[src/rtl/hblank_op_sequencer.sv]
`default_nettype none
// ============================================================================
//  Module   : hblank_op_sequencer
//  Purpose  : Owns the shared iterative arithmetic unit during horizontal
//             blank. Issues the per-line setup ops (line_a, line_b) on every
//             visible line that precedes another visible line, and the frame
//             op (frame_c) followed by the line ops on the last line of the
//             frame. Results collect in shadow registers and are committed to
//             the outputs on the final pixel of the line. A sequence still in
//             flight at that point is abandoned and the sticky overrun flag
//             is raised.
//  Ports    : clk48        pixel clock
//             rst          asynchronous reset, active-high
//             h_count      horizontal position from the timing generator
//             v_count      vertical position from the timing generator
//             op_start     one-cycle start pulse to the arithmetic unit
//             op_sel       op select (0=line_a, 1=line_b, 2=frame_c)
//             op_done      one-cycle completion pulse from the unit
//             op_result    unit result, valid with op_done
//             line_a       committed per-line result 0
//             line_b       committed per-line result 1
//             frame_c      committed per-frame result
//             setup_valid  last commit came from a completed sequence
//             busy         sequence in progress (ISSUE or WAIT)
//             overrun      sticky deadline-miss flag
//             clr_overrun  clears overrun (a new miss wins)
//  Revision : 1.0  initial release
// ============================================================================
module hblank_op_sequencer #(
  parameter int H_DISPLAY = 1220,
  parameter int H_TOTAL   = 1525,
  parameter int V_DISPLAY = 480,
  parameter int V_TOTAL   = 525,
  parameter int RES_W     = 16
) (
  input  logic             clk48,
  input  logic             rst,
  input  logic [10:0]      h_count,
  input  logic [9:0]       v_count,
  output logic             op_start,
  output logic [1:0]       op_sel,
  input  logic             op_done,
  input  logic [RES_W-1:0] op_result,
  output logic [RES_W-1:0] line_a,
  output logic [RES_W-1:0] line_b,
  output logic [RES_W-1:0] frame_c,
  output logic             setup_valid,
  output logic             busy,
  output logic             overrun,
  input  logic             clr_overrun
);

  localparam logic [1:0] c_st_idle  = 2'd0;
  localparam logic [1:0] c_st_issue = 2'd1;
  localparam logic [1:0] c_st_wait  = 2'd2;
  localparam logic [1:0] c_st_done  = 2'd3;

  localparam logic [1:0] c_op_a = 2'd0;
  localparam logic [1:0] c_op_b = 2'd1;
  localparam logic [1:0] c_op_c = 2'd2;

  localparam logic [10:0] c_h_trig     = 11'(H_DISPLAY);
  localparam logic [10:0] c_h_last     = 11'(H_TOTAL - 1);
  localparam logic [9:0]  c_v_frame    = 10'(V_TOTAL - 1);
  localparam logic [9:0]  c_v_line_end = 10'(V_DISPLAY - 1);

  logic [1:0]       r_state;
  logic [1:0]       r_op_sel;
  logic             r_op_start;
  logic             r_busy;
  logic             r_frame_seq;
  logic             r_pending;
  logic [RES_W-1:0] r_sh_a;
  logic [RES_W-1:0] r_sh_b;
  logic [RES_W-1:0] r_sh_c;
  logic [RES_W-1:0] r_line_a;
  logic [RES_W-1:0] r_line_b;
  logic [RES_W-1:0] r_frame_c;
  logic             r_setup_valid;
  logic             r_overrun;

  logic       w_at_trig;
  logic       w_at_last;
  logic [1:0] w_state_nxt;
  logic [1:0] w_sel_nxt;
  logic       w_frame_nxt;
  logic       w_capture;
  logic       w_commit;
  logic       w_abort;
  logic       w_seq_end;

  assign w_at_trig = (h_count == c_h_trig);
  assign w_at_last = (h_count == c_h_last);

  // Both sequences end with line_b, so the op order needs no counter:
  // frame_c -> line_a -> line_b, and line_a -> line_b.
  always_comb begin
    w_state_nxt = r_state;
    w_sel_nxt   = r_op_sel;
    w_frame_nxt = r_frame_seq;
    w_capture   = 1'b0;
    w_commit    = 1'b0;
    w_abort     = 1'b0;
    w_seq_end   = 1'b0;

    case (r_state)
      c_st_idle: begin
        if (w_at_trig) begin
          if (v_count == c_v_frame) begin
            w_state_nxt = c_st_issue;
            w_sel_nxt   = c_op_c;
            w_frame_nxt = 1'b1;
          end else if (v_count < c_v_line_end) begin
            w_state_nxt = c_st_issue;
            w_sel_nxt   = c_op_a;
            w_frame_nxt = 1'b0;
          end
        end
      end
      c_st_issue: begin
        // Unit latency is at least one cycle; op_done here is stale.
        w_state_nxt = c_st_wait;
      end
      c_st_wait: begin
        if (op_done) begin
          w_capture = 1'b1;
          case (r_op_sel)
            c_op_c: begin
              w_sel_nxt   = c_op_a;
              w_state_nxt = c_st_issue;
            end
            c_op_a: begin
              w_sel_nxt   = c_op_b;
              w_state_nxt = c_st_issue;
            end
            default: begin
              w_state_nxt = c_st_done;
              w_seq_end   = 1'b1;
            end
          endcase
        end
      end
      default: begin
      end
    endcase

    // Line boundary: commit a finished sequence, or abandon one still in
    // flight. The deadline takes priority over a completion in the same
    // cycle, since the result could not be committed on this line anyway.
    if (w_at_last) begin
      if (r_state == c_st_done && r_pending) begin
        w_commit    = 1'b1;
        w_state_nxt = c_st_idle;
        w_sel_nxt   = c_op_a;
      end else if (r_state == c_st_issue || r_state == c_st_wait) begin
        w_abort     = 1'b1;
        w_capture   = 1'b0;
        w_seq_end   = 1'b0;
        w_state_nxt = c_st_idle;
        w_sel_nxt   = c_op_a;
      end
    end
  end

  always_ff @(posedge clk48 or posedge rst) begin
    if (rst) begin
      r_state       <= c_st_idle;
      r_op_sel      <= c_op_a;
      r_op_start    <= 1'b0;
      r_busy        <= 1'b0;
      r_frame_seq   <= 1'b0;
      r_pending     <= 1'b0;
      r_sh_a        <= '0;
      r_sh_b        <= '0;
      r_sh_c        <= '0;
      r_line_a      <= '0;
      r_line_b      <= '0;
      r_frame_c     <= '0;
      r_setup_valid <= 1'b0;
      r_overrun     <= 1'b0;
    end else begin
      r_state     <= w_state_nxt;
      r_op_sel    <= w_sel_nxt;
      r_frame_seq <= w_frame_nxt;
      // Decoded from the next state so both are true registers that line up
      // exactly with the ISSUE / ISSUE+WAIT cycles.
      r_op_start  <= (w_state_nxt == c_st_issue);
      r_busy      <= (w_state_nxt == c_st_issue) || (w_state_nxt == c_st_wait);

      if (w_capture) begin
        case (r_op_sel)
          c_op_a:  r_sh_a <= op_result;
          c_op_b:  r_sh_b <= op_result;
          default: r_sh_c <= op_result;
        endcase
      end

      if (w_seq_end) begin
        r_pending <= 1'b1;
      end else if (w_commit || w_abort) begin
        r_pending <= 1'b0;
      end

      if (w_commit) begin
        r_line_a      <= r_sh_a;
        r_line_b      <= r_sh_b;
        r_setup_valid <= 1'b1;
        if (r_frame_seq) begin
          r_frame_c <= r_sh_c;
        end
      end else if (w_abort) begin
        r_setup_valid <= 1'b0;
      end

      if (w_abort) begin
        r_overrun <= 1'b1;
      end else if (clr_overrun) begin
        r_overrun <= 1'b0;
      end
    end
  end

  assign op_start    = r_op_start;
  assign op_sel      = r_op_sel;
  assign busy        = r_busy;
  assign line_a      = r_line_a;
  assign line_b      = r_line_b;
  assign frame_c     = r_frame_c;
  assign setup_valid = r_setup_valid;
  assign overrun     = r_overrun;

endmodule
`default_nettype wire

[config.mk]
export PLATFORM = sky130hd
export DESIGN_NAME = hblank_op_sequencer
export DESIGN_NICKNAME = d
export VERILOG_FILES = /design/src/rtl/hblank_op_sequencer.sv
export SDC_FILE = /design/constraint.sdc
export NUM_CORES = 1
export LEC_CHECK = 0
export BUFFER_PORTS_ARGS = -buffer_cell sky130_fd_sc_hd__buf_2
export CAP_MARGIN = 30
export CORE_MARGIN = 8
export CORE_UTILIZATION = 47
export CTS_BUF_LIST = sky130_fd_sc_hd__clkbuf_4
export CTS_CLUSTER_SIZE = 30
export DETAILED_ROUTE_END_ITERATION = 8
export MAX_ROUTING_LAYER = met4
export PLACE_DENSITY = 0.73
export SLEW_MARGIN = 20
export SYNTH_ARGS = -nofsm -noshare
export SYNTH_HDL_FRONTEND = slang
export SYNTH_SLANG_ARGS = --single-unit
[constraint.sdc]
create_clock -name clk48 -period 3.6 [get_ports clk48]
set_clock_uncertainty 0.2 [all_clocks]
set_input_delay 0.36 -clock clk48 [delete_from_list [all_inputs] [get_ports clk48]]
set_output_delay 0.36 -clock clk48 [all_outputs]
set_load 0.05 [all_outputs]
==> qor.csv, run 1 <==
metric,value,unit
RSZ-0062 raised after global routing,false,
Routed WL per cell,17.4,um
row count,35,
CP Capture Type,flip-flop,
Slew @ Worst Pin,860,ps
Crit Path Class,flip-flop to flip-flop,
Mapped Cells,282,
share of layout cells above drive strength 1,53.9,%
drt total wl,9.03,mm
Die W,112,um
Min-Delay Endpoint,setup_valid$_DFFE_PP0P_,
worst min path class,primary input to flip-flop,
grt met2 use,24.2,%
largest net degree at the start of global routing,81,
ant diodes,0,
H-tree depth,3,
Final GP Congestion,0.778,
syn nets,329,
CP startpoint kind,flip-flop,
Finished Layout Cells,519,
Netlist cell types,40,
GRT Overall Usage,15.8,%
clock tree buffer depth,2,
starting density of the core,47.7,%
Port Buffers,94,
die area,0.0125,mm^2
maximum vdd drop,0.000323,V
final setup vio count,0,
register area share after synthesis,61.4,%
"commonest non-fill, non-tap cell in the layout",dfrtp_1,
FMAX,372,MHz
P&R area growth vs syn,22.0,%
Pins Over Slew Limit,0,
Slew Limit Headroom,42.7,%
Final Worst Setup Slack,910,ps
R2R Setup Slk,910,ps
global-route wire length before repair,15.5,mm
hold path start,h_count[1],
met3 usage,4.00,%
DRT iter0 DRCs,84,
die height,112,um
Layout Nets,450,
Synth Cell Area,0.00432,mm^2
Post-DRT Antenna Nets,0,
CTS Buf Count,9,
TritonCTS clock tree,yes,
run status,finished clean,
Vias/cell,5.25,
Overall Power,2.58,mW
met1 usage,20.2,%
worst reg2reg path startpoint,r_state[0]$_DFF_PP0_,
"Req. time, crit path",3740,ps
IO Count,95,
"commonest non-fill, non-tap cells in the layout","dfrtp_1 (106), buf_2 (94), mux2_2 (86)",
total negative setup slack,0,ps
crit share post-route,74.7,%
residual DRC count,0,
vias in the first global route,3023,
CTS clock-pin slew for the worst setup and hold paths,160,ps
1st-pass router iterations,4,
Core Area,0.00906,mm^2
Post-CTS Setup Repair Bufs,0,
YS warnings,0,
reg2reg path depth,7,
Worst R2R End,r_sh_b[1]$_DFFE_PP0P_,
clk sinks,106,
total global routing overflow,0,
grt peak-use layer,met2,
pre-CTS WS,793,ps
Clock Latency Late Sink,440,ps
Placed Cells incl. Taps,483,
final hold violation count,0,
"FF+latch count, synth",106,
PwrDens,489,mW/mm^2
leakage power,2.78,nW
root buffer cell,clkbuf_4,
Final Critical Period,2690,ps
cell depth of the worst hold path,4,
Vias,2725,
Critical Path AT,2830,ps
CP Max Fanout,9,
initial antenna violation count,0,
DP HPWL,6.55,mm
syn_area_per_cell,15.3,um^2
MaxCap Viol Count,0,
-- synthesized netlist by cell type (all sizes together) --
cell type  instances  area, um^2
dfrtp            106        2650
mux2              96        1120
buf                9        51.3
inv                7        26.3
ha                 6        75.1
nand2              5        21.3
o21ai              5        25.0
nand3              4        20.0
nand4              4        25.0
a31oi              3        18.8
and3               3        18.8
o211ai             3        22.5
and2               2        12.5
nand3b             2        15.0
nor2               2        7.51
nor3               2        10.0
nor4               2        27.5
nor4b              2        17.5
or2                2        12.5
a211o              1        8.76
a21boi             1        7.51
a21o               1        7.51
a21oi              1        5.00
a32o               1        10.0
a41oi              1        8.76
and4b              1        10.0
nand2b             1        6.26
nand4b             1        8.76
nor2b              1        6.26
o21ba              1        10.0
o21bai             1        7.51
o31a               1        8.76
o31ai              1        7.51
o32ai              1        8.76
or4                1        7.51
or4b               1        13.8
-- layout make-up --
cell class / count / area (um^2)
clock buffers: 9 / 67.6
inverters: 7 / 28.8
flip-flops and latches: 106 / 2650
multi-input cells: 160 / 1590
repair buffers: 119 / 727
well taps: 111 / 139
clock inverters: 7 / 63.8
fillers: 734 / 3800
-- worst max-delay path, cell delays in order (launching register included) --
cell and delay (ps):
dfrtp_1 470, inv_1 90, ha_1 340, a21boi_0 200, nand4_1 220, nand4_1 460
buf_4 280, mux2_2 350
-- metrics by stage --
stage / util (%) / hold slack [ps] / area (um^2)
final: 58.1 / 116 / 5270
after global routing: 58.1 / 115 / 5270
after CTS: 57.7 / 82.9 / 5230
after detailed placement: 54.3 / 269 / 4920
after global placement: 54.3 / 261 / 4920
after floorplan: - / 256 / 4320
-- report_power, final --
part | total, mW | switching, mW | internal (mW)
Clock | 0.557 | 0.403 | 0.154
Combinational | 0.522 | 0.244 | 0.278
Sequential | 1.50 | 0.106 | 1.39
Total | 2.58 | 0.753 | 1.82
-- flip-flops by register name, indices dropped and copies added (netlist names) --
| signal | cells |
|---|---|
| r_frame_seq | 1 |
| line_a | 16 |
| op_sel | 2 |
| r_sh_c | 16 |
| frame_c | 16 |
| line_b | 16 |
| busy | 1 |
| r_pending | 1 |
| setup_valid | 1 |
| overrun | 1 |
| r_state | 2 |
| r_sh_a | 16 |
| op_start | 1 |
| r_sh_b | 16 |
-- routing by layer --
layer / wire length (um) / up-vias
met1: 4310 / 1379
li1: - / 1266
met5: 0 / -
met2: 4220 / 70
met4: 106 / 0
met3: 389 / 10
-- how the worst max path moves through the flow --
| stage | from | depth (start not counted) | end |
|---|---|---|---|
| after floorplan | rst | 1 | busy$_DFF_PP0_ |
| after global placement | h_count[1] | 6 | frame_c[7]$_DFFE_PP0P_ |
| after detailed placement | h_count[1] | 6 | r_sh_b[5]$_DFFE_PP0P_ |
| after CTS | r_state[0]$_DFF_PP0_ | 6 | r_sh_a[1]$_DFFE_PP0P_ |
| after global routing | r_state[0]$_DFF_PP0_ | 7 | r_sh_b[1]$_DFFE_PP0P_ |
| final | r_state[0]$_DFF_PP0_ | 7 | r_sh_b[1]$_DFFE_PP0P_ |
-- cell families after synthesis --
kind of cell / synth area share [%]
flops: 61.4
buf+inv: 1.80
compound gates: 3.62
mux: 25.9
fa+ha+maj: 1.74
simple gates: 5.56
-- repair_timing --
action                    CTS  global route
hold endpoints to repair  127             0
hold buffers               18             0
resized for setup           0             0
No activity file was read; power rests on OpenSTA's default activity.
==> inputs of run 2 (changes only) <==
--- a/config.mk
+++ b/config.mk
@@ -13,7 +13,7 @@
 export CTS_CLUSTER_SIZE = 30
 export DETAILED_ROUTE_END_ITERATION = 8
 export MAX_ROUTING_LAYER = met4
-export PLACE_DENSITY = 0.73
+export PLACE_DENSITY = 0.71
 export SLEW_MARGIN = 20
 export SYNTH_ARGS = -nofsm -noshare
 export SYNTH_HDL_FRONTEND = slang
==> constraint.sdc (replaced) <==
create_clock -name clk48 -period 2.5 [get_ports clk48]
set_clock_uncertainty 0.2 [all_clocks]
set_input_delay 0.25 -clock clk48 [delete_from_list [all_inputs] [get_ports clk48]]
set_output_delay 0.25 -clock clk48 [all_outputs]
set_load 0.05 [all_outputs]
==> qor.csv, run 2 (synthesis results as in run 1) <==
metric,value,unit,change
vias in the first global route,3036,,was 3023
CTS clock-pin slew for the worst setup and hold paths,160,ps,about the same
DP HPWL,6.20,mm,was 6.55 mm
worst min path class,primary input to flip-flop,,unchanged
leakage power,2.81,nW,was 2.78 nW
drt total wl,9.12,mm,was 9.03 mm
FMAX,428,MHz,was 372 MHz
1st-pass router iterations,4,,unchanged
Routed WL per cell,17.5,um,was 17.4 um
Final Critical Period,2340,ps,was 2690 ps
total global routing overflow,0,,unchanged
final hold violation count,0,,unchanged
"commonest non-fill, non-tap cells in the layout","dfrtp_1 (106), buf_2 (94), mux2_2 (86)",,unchanged
die area,0.0125,mm^2,unchanged
run status,finished clean,,unchanged
Clock Latency Late Sink,430,ps,was 440 ps
GRT Overall Usage,15.7,%,was 15.8%
starting density of the core,47.7,%,unchanged
PwrDens,718,mW/mm^2,was 489 mW/mm^2
crit share post-route,93.4,%,was 74.7%
share of layout cells above drive strength 1,53.8,%,was 53.9%
initial antenna violation count,0,,unchanged
clk sinks,106,,unchanged
Pins Over Slew Limit,0,,unchanged
ant diodes,0,,unchanged
maximum vdd drop,0.000377,V,was 0.000323 V
H-tree depth,3,,unchanged
"commonest non-fill, non-tap cell in the layout",dfrtp_1,,unchanged
Slew Limit Headroom,62.1,%,was 42.7%
"Req. time, crit path",2630,ps,was 3740 ps
Vias/cell,5.32,,was 5.25
Post-DRT Antenna Nets,0,,unchanged
Final GP Congestion,0.819,,was 0.778
Port Buffers,94,,unchanged
P&R area growth vs syn,23.5,%,was 22.0%
DRT iter0 DRCs,99,,was 84
largest net degree at the start of global routing,107,,was 81
final setup vio count,0,,unchanged
RSZ-0062 raised after global routing,false,,unchanged
fin area,0.00534,mm^2,was 0.00527 mm^2
Crit Path Class,flip-flop to flip-flop,,unchanged
origin of the worst setup path,r_state[0]$_DFF_PP0_,,unchanged
CTS Buf Count,9,,unchanged
IO Count,95,,unchanged
root buffer cell,clkbuf_4,,unchanged
CP Capture Type,flip-flop,,unchanged
hold path start,v_count[0],,was h_count[1]
clock tree buffer depth,2,,unchanged
Die W,112,um,unchanged
total negative setup slack,0,ps,unchanged
global-route wire length before repair,15.4,mm,was 15.5 mm
residual DRC count,0,,unchanged
CP startpoint kind,flip-flop,,unchanged
MaxCap Viol Count,0,,unchanged
Slew @ Worst Pin,568,ps,was 860 ps
Core Area,0.00906,mm^2,unchanged
DP Area,0.00498,mm^2,was 0.00492 mm^2
cts repair resizes,0,,unchanged
Layout Nets,453,,was 450
Vias,2779,,was 2725
TritonCTS clock tree,yes,,unchanged
row count,35,,unchanged
Critical Path AT,2460,ps,was 2830 ps
worst reg2reg path startpoint,r_state[0]$_DFF_PP0_,,unchanged
die height,112,um,unchanged
CP Max Fanout,16,,was 9
[run 2: cell types whose count changed in the layout (fill, tap and decap cells not counted), sizes merged]
cell         change
bufinv           +1
clkinv           -2
dlygate4sd3      +2
buf              +1
clkinvlp         +1
[run 2: worst max-delay path, stage by stage, from the launching register on]
cell and delay (ps):
dfrtp_1 460, inv_1 90, ha_1 320, a21boi_0 180, nand4_1 230, nand4_1 220, buf_12 190, mux2_2 340
[run 2: metal layers]
metal  GRT usage (%)  up-vias  share of wire (%)
li1                -     1277                  -
met1            19.1     1429                 46
met2            25.7       68                 49
met3            4.33        5                4.3
met4            2.73        0               0.64
met5               -        -                  0
[run 2: cell type report]
class	instances	area (um^2)
Clock buffer	9	67.6
Inverter	7	30.0
Clock inverter	7	87.6
Multi-Input combinational cell	160	1590
Fill cell	735	3730
Timing Repair Buffer	122	768
Sequential cell	106	2650
Tap cell	111	139
[run 2: power by group]
group / switching, mW / leakage [nW] / internal [mW]
logic: 0.354 / 1.32 / 0.409
registers: 0.146 / 1.41 / 2.00
clock network: 0.590 / 0.0816 / 0.327
total: 1.09 / 2.81 / 2.74
[run 2: what timing repair did]
action                     4_1_cts  5_1_grt
hold endpoints to repair       156        0
setup endpoints to repair        0       30
setup buffers                    0        0
hold buffers                    20        0
[run 2: path summary, 6_finish.rpt]
check                                               end  slack [ps]  depth (start not counted)
worst max register to register    r_sh_b[7]$_DFFE_PP0P_         160                          7
max in group asynchronous        line_b[12]$_DFFE_PP0P_        1380                          4
worst max-delay path              r_sh_b[7]$_DFFE_PP0P_         160                          7
min in group asynchronous        line_b[15]$_DFFE_PP0P_         270                          4
worst min register to register  setup_valid$_DFFE_PP0P_         320                          1
worst min-delay path                op_sel[1]$_DFF_PP0_          50                          5
[run 2: metrics by stage]
stage / setup slack (ps) / total power [mW] / hold WS [ps] / instances / util, %
floorplan: 199 / 2.70 / 146 / 282 / -
global placement: 166 / 2.90 / 237 / 486 / 54.9
detailed placement: 151 / 2.94 / 243 / 486 / 54.9
CTS: 122 / 3.88 / 26.0 / 522 / 58.9
global route: 4.18 / 4.05 / 51.0 / 522 / 58.9
finish: 165 / 3.83 / 50.4 / 522 / 58.9
